$ cat src/rtl/exception_pkg.sv
// rtl/exception_pkg.sv - shared types and vector constants for exception entry/return sequencing
package exception_pkg;

    typedef enum logic [1:0] {
        IDLE,
        WRITE,
        DRAIN,
        REDIR
    } redirect_state_t;

    typedef enum logic [4:0] {
        EXC_INT  = 5'd0,
        EXC_MOD  = 5'd1,
        EXC_TLBL = 5'd2,
        EXC_TLBS = 5'd3,
        EXC_ADEL = 5'd4,
        EXC_ADES = 5'd5,
        EXC_SYS  = 5'd8,
        EXC_BP   = 5'd9,
        EXC_RI   = 5'd10,
        EXC_OV   = 5'd12
    } exc_code_t;

    typedef struct packed {
        logic [31:0] pc;
        logic        in_delay_slot;
        exc_code_t   code;
        logic [31:0] badvaddr;
    } exception_info_t;

    localparam logic [31:0] VEC_GENERAL_OFF = 32'h0000_0180;
    localparam logic [31:0] VEC_REFILL_OFF  = 32'h0000_0000;
    localparam logic [31:0] KSEG0_BASE      = 32'h8000_0000;
    localparam logic [31:0] BEV_VEC_OFF     = 32'h0000_0200;

    // A faulting delay-slot instruction restarts at its branch.
    function automatic logic [31:0] exc_epc(input logic [31:0] pc, input logic in_ds);
        return in_ds ? (pc - 32'd4) : pc;
    endfunction

endpackage

$ cat src/rtl/exc_vector_calc.sv
// rtl/exc_vector_calc.sv - combinational EPC and redirect-target selection
module exc_vector_calc
    import exception_pkg::*;
#(
    parameter logic [31:0] RESET_PC = 32'hBFC0_0000
) (
    input  logic        is_exc_i,
    input  logic [31:0] pc_i,
    input  logic        in_delay_slot_i,
    input  logic        tlb_refill_i,
    input  logic        exl_i,
    input  logic        bev_i,
    input  logic [31:0] eret_epc_i,
    output logic [31:0] epc_o,
    output logic [31:0] target_o
);

    logic [31:0] base;
    logic [31:0] offset;

    // Nested refills (EXL already set) go through the general vector.
    always_comb begin
        base     = bev_i ? (RESET_PC + BEV_VEC_OFF) : KSEG0_BASE;
        offset   = (tlb_refill_i && !exl_i) ? VEC_REFILL_OFF : VEC_GENERAL_OFF;
        epc_o    = exc_epc(pc_i, in_delay_slot_i);
        target_o = is_exc_i ? (base + offset) : eret_epc_i;
    end

endmodule

$ cat src/rtl/exception_redirect_ctrl.sv
// rtl/exception_redirect_ctrl.sv - exception entry / ERET sequencer: CP0 write, flush, drain, redirect
module exception_redirect_ctrl
    import exception_pkg::*;
#(
    parameter int          DRAIN_MAX = 16,
    parameter logic [31:0] RESET_PC  = 32'hBFC0_0000
) (
    input  logic            clk,
    input  logic            resetn,
    input  logic            exc_valid,
    input  exception_info_t exc_info,
    input  logic            exc_tlb_refill,
    input  logic            is_eret,
    input  logic            cp0_status_exl,
    input  logic            cp0_status_bev,
    input  logic [31:0]     cp0_epc,
    input  logic            pipe_empty,
    input  logic            redirect_ready,
    output logic            busy,
    output logic            flush,
    output logic            cp0_wr,
    output logic            cp0_wr_eret,
    output logic [31:0]     cp0_epc_w,
    output logic            cp0_bd_w,
    output logic [4:0]      cp0_code_w,
    output logic [31:0]     cp0_badvaddr_w,
    output logic            redirect_valid,
    output logic [31:0]     redirect_pc
);

    localparam int            CW         = $clog2(DRAIN_MAX + 1);
    localparam logic [CW-1:0] DRAIN_LAST = CW'(DRAIN_MAX - 1);

    redirect_state_t state_q, state_d;
    logic [CW-1:0]   cnt_q, cnt_d;

    logic            flush_q;
    logic            cp0_wr_q;
    logic            cp0_wr_eret_q;
    logic [31:0]     epc_w_q;
    logic            bd_w_q;
    exc_code_t       code_w_q;
    logic [31:0]     badvaddr_w_q;
    logic            redirect_valid_q;
    logic [31:0]     redirect_pc_q;

    logic            start;
    logic [31:0]     vec_epc;
    logic [31:0]     vec_target;

    assign start = (state_q == IDLE) && (exc_valid || is_eret);

    exc_vector_calc #(
        .RESET_PC (RESET_PC)
    ) u_vec (
        .is_exc_i        (exc_valid),
        .pc_i            (exc_info.pc),
        .in_delay_slot_i (exc_info.in_delay_slot),
        .tlb_refill_i    (exc_tlb_refill),
        .exl_i           (cp0_status_exl),
        .bev_i           (cp0_status_bev),
        .eret_epc_i      (cp0_epc),
        .epc_o           (vec_epc),
        .target_o        (vec_target)
    );

    always_comb begin
        state_d = state_q;
        cnt_d   = cnt_q;
        case (state_q)
            IDLE: begin
                if (start) state_d = WRITE;
            end
            WRITE: begin
                state_d = DRAIN;
                cnt_d   = '0;
            end
            DRAIN: begin
                if (pipe_empty || (cnt_q == DRAIN_LAST)) state_d = REDIR;
                else                                     cnt_d   = cnt_q + CW'(1);
            end
            REDIR: begin
                if (redirect_ready) state_d = IDLE;
            end
            default: state_d = IDLE;
        endcase
    end

    // Strobes fire in the WRITE cycle; everything is captured at request time so
    // later CP0 changes cannot disturb the in-flight sequence.
    always_ff @(posedge clk) begin
        if (!resetn) begin
            state_q          <= IDLE;
            cnt_q            <= '0;
            flush_q          <= 1'b0;
            cp0_wr_q         <= 1'b0;
            cp0_wr_eret_q    <= 1'b0;
            epc_w_q          <= '0;
            bd_w_q           <= 1'b0;
            code_w_q         <= EXC_INT;
            badvaddr_w_q     <= '0;
            redirect_valid_q <= 1'b0;
            redirect_pc_q    <= '0;
        end else begin
            state_q          <= state_d;
            cnt_q            <= cnt_d;
            flush_q          <= start;
            cp0_wr_q         <= start && exc_valid && !cp0_status_exl;
            cp0_wr_eret_q    <= start && !exc_valid;
            redirect_valid_q <= (state_d == REDIR);
            if (start) begin
                redirect_pc_q <= vec_target;
            end
            if (start && exc_valid) begin
                epc_w_q      <= vec_epc;
                bd_w_q       <= exc_info.in_delay_slot;
                code_w_q     <= exc_info.code;
                badvaddr_w_q <= exc_info.badvaddr;
            end
        end
    end

    assign busy           = (state_q != IDLE);
    assign flush          = flush_q;
    assign cp0_wr         = cp0_wr_q;
    assign cp0_wr_eret    = cp0_wr_eret_q;
    assign cp0_epc_w      = epc_w_q;
    assign cp0_bd_w       = bd_w_q;
    assign cp0_code_w     = code_w_q;
    assign cp0_badvaddr_w = badvaddr_w_q;
    assign redirect_valid = redirect_valid_q;
    assign redirect_pc    = redirect_pc_q;

endmodule

$ cat config.mk
export PLATFORM = sky130hd
export DESIGN_NAME = exception_redirect_ctrl
export DESIGN_NICKNAME = d
export VERILOG_FILES = /design/src/rtl/exception_pkg.sv /design/src/rtl/exc_vector_calc.sv /design/src/rtl/exception_redirect_ctrl.sv
export SDC_FILE = /design/constraint.sdc
export NUM_CORES = 1
export LEC_CHECK = 0
export BUFFER_PORTS_ARGS = -buffer_cell sky130_fd_sc_hd__buf_2
export CORE_ASPECT_RATIO = 1.2
export CORE_UTILIZATION = 25
export CTS_CLUSTER_DIAMETER = 150
export DETAILED_ROUTE_END_ITERATION = 6
export GPL_TIMING_DRIVEN = 0
export SLEW_MARGIN = 20
export SYNTH_ARGS = -nofsm -noshare
export SYNTH_HDL_FRONTEND = slang
export SYNTH_HIERARCHICAL = 1
export SYNTH_SLANG_ARGS = --single-unit
$ cat constraint.sdc
create_clock -name clk -period 3.6 [get_ports clk]
set_input_delay 0.36 -clock clk [delete_from_list [all_inputs] [get_ports clk]]
set_output_delay 0.36 -clock clk [all_outputs]
set_load 0.005 [all_outputs]
# == Word-level counts from Yosys, hierarchy flattened ==
# Index checks and enable logic that the tools add are counted.
# totals
elab_cells,43
inputBits,111
register_bits,113
# classes
reduce_logical,13
n_addsub,3
n_eq_ne,6
mux,10
# ops
op,count
$mux W32,2
$add A32 B32 Y32,1
$sub A32 B3 Y32 const B,1
$mux W30,1
$pmux W5 S2,1
$mux W9,1
$pmux W2 S4,1
$eq A2 B2 Y1 const B,3
$mux W2,3
$add A5 B1 Y5 const B,1
$eq A5 B4 Y1 const B,1
$logic_and A1 B1 Y1,5
$mux W5,1
$reduce_bool A2 Y1,2
$eq A2 B1 Y1 const B,1
$logic_not A1 Y1,2
$logic_not A2 Y1,1
$logic_or A1 B1 Y1,2
$ne A2 B2 Y1 const B,1
$reduce_and A2 Y1,1

# == Depth between registers and ports, before layout ==
# Gate-level depths: netlist (run 1).
# depth
depth_word,5
mapped_depth,8
mapped_depth_nobuf,8

# == By module ==
# The synthesis (run 1) kept the hierarchy.
# by_module_without_submodules
mod,cells_per_inst,n_inst,area_per_inst_um2,seq_area_each_um2
exception_redirect_ctrl,504,1,4047.6,2262.2
exc_vector_calc,137,1,895.9,0.0

# == Worst setup path before layout (run 1) ==
# Ideal clock, no wire load.
# synth_timing
path_type,reg-to-reg
from,register cnt_q[0]
to,register cnt_q[2]
setup_time_ps,70
t_arrival_ps,1864
t_required_ps,3530
path_stages_with_launch,7
setup_slack_ps,1666
n_path_buf,0
cell_sequence,dfxtp_1 ha_1 and3_1 ha_1 or4b_4 or3_1 a21oi_1
# synth_via
elab_chain_cells,4
word_cells_on_any_way,7
# synth_rtl
item,line,source
start: declaration,exception_redirect_ctrl.sv:35,"logic [CW-1:0] cnt_q, cnt_d;"
start signal: assignment,exception_redirect_ctrl.sv:106,cnt_q <= cnt_d;
"parallel branches: the longest is 4 deep, another holds $add A5 B1 Y5",n/a,
# Parallel ways; which one is timed is not known. The select of a mux whose other input is x is not followed.
# A chain may end at the register's enable or synchronous reset.

# == Final worst setup path (run 1) ==
# layout_timing
from,register state_q[1]
to,output port busy
# layout_via
elab_chain_cells,1
# layout_rtl
item,line,source
start: declaration,exception_redirect_ctrl.sv:34,"redirect_state_t state_q, state_d;"
start signal: assignment,exception_redirect_ctrl.sv:105,state_q <= state_d;
$reduce_bool A2 Y1,exception_redirect_ctrl.sv:123,assign busy = (state_q != IDLE);
end: declaration,exception_redirect_ctrl.sv:19,"output logic busy,"
# No other way between the ends.

==> results.ini, run 1 <==
[run_status]
status=finished clean

[placed_design]
hpwl_um=12460
place_congestion=0.7952
portBuffers=215

[routing]
vias=5178
wl_um=16490
drtIter0Drc=249
drc=0
first_pass_iters=4
wl_per_cell_um=14.36
vias_per_cell=4.510
postRouteAntennaNets=0

[pwr]
leakage_uw=0.003069
ir_drop_v=0.0003087
power_density_nw_per_um2=542.3

[synth]
synth_compound_area_frac=0.1615
synthTopCellsByArea=dfxtp_1, nand2_1, a21oi_1
yosysWarnings=6
synth_top_area_frac=0.4576
synth_top_area_cell=dfxtp_1
synth-simple-area-share=0.2713
synthAdderAreaFrac=0.007593
muxShareOfSynthArea=0
ys_ff_latch=113
synth.distinct_cells=41
syn_area_sq_um=4943
synth_nets=755
ys_seq_area_frac=0.4576
synth_top_family_by_area=simple AND/OR/NAND/NOR gates
avgSynthCellArea_sq_um=7.712
syn_inst=641
synth-xor-area-share=0.04961

[sta]
slew_violations=0
relSlewSlack=0.5511
setup_viol=0
tns_ns=0
final-hold-violation-count=0
tightestPinTransition_ns=0.6704
finalCriticalPeriod_ns=2.319
max_freq_mhz=431.2
finClkSkew_ns=0.006586
finalCritPeriodShare=0.6442
rsz0062_at_grt=no
holdWs_ns=0.1540

[critical_path]
crit_required_ns=3.24
worstPathMaxFanout=10
crit_type=reg -> out
crit_chain=buf_2, nor2_1, inv_1, clkbuf_1, buf_2
cp_top_family=buffers and inverters
crit_arrival_ns=1.96
cpMostUsedCell=buf_2
worst-path-buf-inv=4
critPathCaptureType=primary output
slowest_delay_ns=0.36
start_kind=register
cpMaxStageDelayCell=nor2_1

[layout]
diodes=0
finalNetCount=989
syn_to_final_growth_pct=41.43
final_cell_mix=buf_2, nand2_1, dfxtp_1, a21oi_1, clkbuf_1
final_common_cell=buf_2
drive_above_1_share=0.2965

[floorplan]
initial_utilization=0.2538
die_h_um=156.0
rows=56
core_area_sq_um=19480
die_w_um=130.4
die_area_sq_um=20340
ioPinCount=218

[clock_network]
cts_buffers=17
cts_tree=done
htreeDepth=4
clockBufferDepth=2
cts_hold_buffers=0
post_cts_buffers=0
root_buffer=clkbuf_16
clk_pin_slew_ns=0.06
clock-sinks=113
insertion_delay_ns=0.41
cts_resized=0

[run]
maxCapViolations=0

[worst_hold_path]
hp-class=in -> reg

[grt]
grt_antenna_before_repair=1
grt_pass1_wl_um=25160
grt_max_degree=17
grtUsageTotal=0.1625
grt_overflow=0
grt_pass1_vias=4853

==> where the power goes <==
| group | switching [uW] | internal (uW) |
|---|---|---|
| combinational | 344 | 224 |
| clock | 589 | 1240 |
| sequential | 41.6 | 1350 |
| total | 975 | 2820 |
==> through the flow <==
| step | utilization | area, sq um | setup slack [ns] | instances | total power [uW] |
|---|---|---|---|---|---|
| after floorplan | - | 4943 | 1.666 | 641 | 1711 |
| after global placement | 0.3258 | 6346 | 1.388 | 1117 | 1987 |
| after detailed placement | 0.3258 | 6346 | 1.361 | 1117 | 1993 |
| after CTS | 0.3589 | 6992 | 1.223 | 1148 | 3853 |
| after global routing | 0.3589 | 6992 | 1.121 | 1148 | 3984 |
| final | 0.3589 | 6992 | 1.281 | 1148 | 3792 |
==> Yosys cell counts <==
master	instances
a21oi_1	108
a311oi_1	1
a31oi_1	1
a41oi_1	1
and3_1	2
and4b_1	1
buf_2	3
buf_4	2
buf_6	1
clkbuf_1	43
dfxtp_1	113
ha_1	3
inv_1	15
nand2_1	156
nand2b_1	4
nand3_1	41
nand3b_1	3
nand4_1	6
nand4b_1	1
nand4bb_1	1
nor2_1	14
nor2b_1	22
nor3_1	7
nor3_2	1
nor3b_2	1
nor4_1	5
nor4_4	1
nor4b_1	1
nor4b_2	2
nor4b_4	1
o21a_1	2
o21ai_0	42
o311ai_0	1
or2_2	2
or3_1	1
or3_4	1
or3b_2	1
or4_1	1
or4b_4	1
xnor2_1	19
xor2_1	9
==> path summary, 6_finish.rpt <==
kind | from | endpoint | depth (start not counted) | slack (ns)
setup / recovery | state_q[1] | busy | 5 | 1.28
hold reg to reg | cp0_badvaddr_w[10] | cp0_badvaddr_w[10] | 2 | 0.45
setup reg to reg | cnt_q[0] | cnt_q[2] | 6 | 1.56
hold / removal | cp0_status_exl | cp0_wr | 2 | 0.15
==> cell families after synthesis <==
logic type,Yosys count
AND/OR/NAND/NOR,277
AO/OA/AOI/OAI,156
flip-flops,113
buffers and inverters,64
XOR/XNOR,28
adder cells (fa/ha/maj),3
==> cell type report <==
| cell class | count | area, sq um |
|---|---|---|
| Multi-Input combinational cell | 464 | 2422 |
| Buffer | 49 | 202.7 |
| Inverter | 15 | 56.30 |
| Sequential cell | 113 | 2262 |
| Timing Repair Buffer | 215 | 1076 |
| Tap cell | 261 | 326.6 |
| Clock inverter | 9 | 151.4 |
| Clock buffer | 22 | 494.2 |
| Fill cell | 2105 | 12490 |
==> routing by layer <==
metal	GRT usage	vias up	part of all wire
met5	0	-	0.00079
met4	0.05638	2	0.011
met3	0.06070	14	0.079
met2	0.2771	166	0.49
met1	0.1839	2368	0.42
li1	-	2628	-
==> registers in the layout, summed over array words and instances (netlist names) <==
signal,flops
cp0_epc_w,32
state_q,2
cp0_wr_eret,1
cp0_code_w,5
cnt_q,5
cp0_bd_w,1
redirect_pc,32
cp0_wr,1
flush,1
cp0_badvaddr_w,32
redirect_valid,1
(Power assumes the default switching activity.)
==> inputs of run 2 (changes only) <==
==> constraint.sdc (replaced) <==
create_clock -name clk -period 1.9 [get_ports clk]
set_input_delay 0.19 -clock clk [delete_from_list [all_inputs] [get_ports clk]]
set_output_delay 0.19 -clock clk [all_outputs]
set_load 0.005 [all_outputs]
==> results.ini, run 2 (synthesis results as in run 1) <==
[run_status]
status=finished clean  ; unchanged

[routing]
postRouteAntennaNets=0  ; unchanged
first_pass_iters=4  ; unchanged
wl_per_cell_um=14.24  ; was 14.36 um
vias_per_cell=4.461  ; was 4.510
drtIter0Drc=193  ; was 249
vias=5242  ; was 5,178
drc=0  ; unchanged
wl_um=16740  ; was 16,490 um

[sta]
finalCritPeriodShare=0.9719
worst_slack_ns=0.05344  ; was 1.281 ns
finClkSkew_ns=0.01723  ; was 0.006586 ns
tightestPinTransition_ns=0.6226  ; was 0.6704 ns
tns_ns=0  ; unchanged
slew_violations=0  ; unchanged
rsz0062_at_grt=yes  ; was no
setup_viol=0  ; unchanged
finalCriticalPeriod_ns=1.847
final-hold-violation-count=0  ; unchanged
relSlewSlack=0.5811  ; was 0.5511
max_freq_mhz=541.5

[pwr]
p_seq_frac=0.358  ; was 0.367
pwr-share-comb=0.155  ; was 0.150
internal_power_uw=5490  ; was 2817 uW
power_density_nw_per_um2=1008  ; was 542.3 nW/um^2
ir_drop_v=0.0005381  ; was 0.0003087 V
p_switching_uw=1879  ; was 974.8 uW
leakage_uw=0.003201  ; was 0.003069 uW
clockPowerShare=0.487  ; was 0.484
p_sw_frac=0.2550  ; was 0.2571

[layout]
final_cell_mix=buf_2, nand2_1, dfxtp_1, a21oi_1  ; was buf_2, nand2_1, dfxtp_1, a21oi_1, clkbuf_1
final_common_cell=buf_2  ; unchanged
utilization=0.3755  ; was 0.3589
drive_above_1_share=0.3074  ; was 0.2965
finalInstanceArea_sq_um=7313  ; was 6992 sq um
diodes=0  ; unchanged
syn_to_final_growth_pct=47.94  ; was 41.43%
finalNetCount=1015  ; was 989

[placed_design]
place_congestion=0.7462  ; was 0.7952
portBuffers=215  ; unchanged
place_ws_ns=-0.1363  ; was 1.361 ns
dpl-instance-area_sq_um=6349  ; was 6346 sq um
hpwl_um=12420  ; was 12,460 um

[clock_network]
cts_tree=done  ; unchanged
root_buffer=clkbuf_16  ; unchanged
clock-sinks=113  ; unchanged
htreeDepth=4  ; unchanged
clockBufferDepth=2  ; unchanged
insertion_delay_ns=0.42  ; was 0.41 ns
clk_pin_slew_ns=0.05  ; was 0.06 ns
cts_buffers=17  ; unchanged

[grt]
grt_overflow=0  ; unchanged
grt_max_degree=17  ; unchanged
grtUsageTotal=0.1618  ; was 0.1625
grt_pass1_wl_um=25340  ; was 25,160 um
grt_pass1_vias=4945  ; was 4,853
grt_antenna_before_repair=0  ; was 1

[critical_path]
critPathCaptureType=register  ; was primary output
crit_chain=ha_2, and3_4, ha_4, or4b_4, or3_4, a21oi_2  ; was buf_2, nor2_1, inv_1, clkbuf_1, buf_2
cpMaxStageDelayCell=or4b_4  ; was nor2_1
worstPathMaxFanout=3  ; was 10
slowest_delay_ns=0.52  ; was 0.36 ns
start_kind=register  ; unchanged
worst-path-buf-inv=0  ; was 4
crit_type=reg -> reg  ; was reg -> out
crit_arrival_ns=2.19  ; was 1.96 ns
crit_required_ns=2.24  ; was 3.24 ns
cp_top_family=simple AND/OR/NAND/NOR gates  ; was buffers and inverters

[floorplan]
initial_utilization=0.2538  ; unchanged
rows=56  ; unchanged
die_h_um=156.0  ; unchanged
ioPinCount=218  ; unchanged
die_w_um=130.4  ; unchanged
die_area_sq_um=20340  ; unchanged
core_area_sq_um=19480  ; unchanged

[run]
maxCapViolations=0  ; unchanged

[worst_hold_path]
hp-class=in -> reg  ; unchanged

run 2: changes by cell type in the layout (fill, tap and decap cells not counted), moves of 2 or more:
cell / previous run / this run
dfxtp_1: 113 / 111
clkbuf_2: 0 / 3
clkbuf_1: 43 / 40
buf_4: 2 / 8
dfxtp_2: 0 / 2
dlygate4sd3_1: 0 / 21
ha_1: 3 / 1
run 2: final timing paths:
kind         depth (start not counted)  slack, ns             to           from
min                                  3       0.01  cp0_code_w[2]   exc_info[34]
max                                  6       0.05       cnt_q[2]       cnt_q[0]
max reg2reg                          6       0.05       cnt_q[2]       cnt_q[0]
min reg2reg                          2       0.45  cp0_code_w[3]  cp0_code_w[3]
run 2: layout make-up:
cell class / count / area (sq um)
plain buffers: 48 / 202.7
well taps: 261 / 326.6
inverters: 15 / 60.06
clock buffers: 22 / 484.2
multi-input cells: 464 / 2465
fillers: 2117 / 12170
flip-flops and latches: 113 / 2265
repair buffers: 242 / 1331
clock inverters: 10 / 178.9
run 2: timing repair:
| item | CTS | global route |
|---|---|---|
| endpoints found under the hold margin | 21 | 0 |
| pin swaps | 5 | 1 |
| resized for setup | 7 | 11 |
| hold buffers | 21 | 0 |
| gates cloned | 0 | 0 |
| endpoints found under the setup margin | 23 | 16 |
| buffers inserted | 3 | 3 |
run 2: metal layers:
metal / vias up / wire, um / global-route usage
met4: 0 / 191 / 0.05583
met5: - / 0 / 0
met1: 2376 / 7178 / 0.1916
met2: 170 / 8071 / 0.2723
met3: 15 / 1294 / 0.05178
li1: 2681 / - / -
run 2: stage by stage:
| step | hold WS, ns | total power, uW | instances |
|---|---|---|---|
| global placement | 0.3897 | 3765 | 1117 |
| finish | 0.009602 | 7369 | 1175 |
| detailed placement | 0.4029 | 3774 | 1117 |
| global route | 0.009432 | 7711 | 1175 |
| CTS | 0.0004290 | 7446 | 1172 |
| floorplan | 0.2693 | 3242 | 641 |
run 2: worst register-to-register path, cell delays in order (launching register included):
cell,delay (ns)
dfxtp_2,0.32
ha_2,0.18
and3_4,0.15
ha_4,0.16
or4b_4,0.52
or3_4,0.34
a21oi_2,0.11
run 2: power groups by stage:
stage	Clock (uW)	Sequential [uW]	Combinational, uW
after floorplan	0	2700	540
after global routing	3780	2660	1280
final	3590	2640	1140
after CTS	3680	2640	1130
after detailed placement	0	2690	1090
after global placement	0	2680	1080
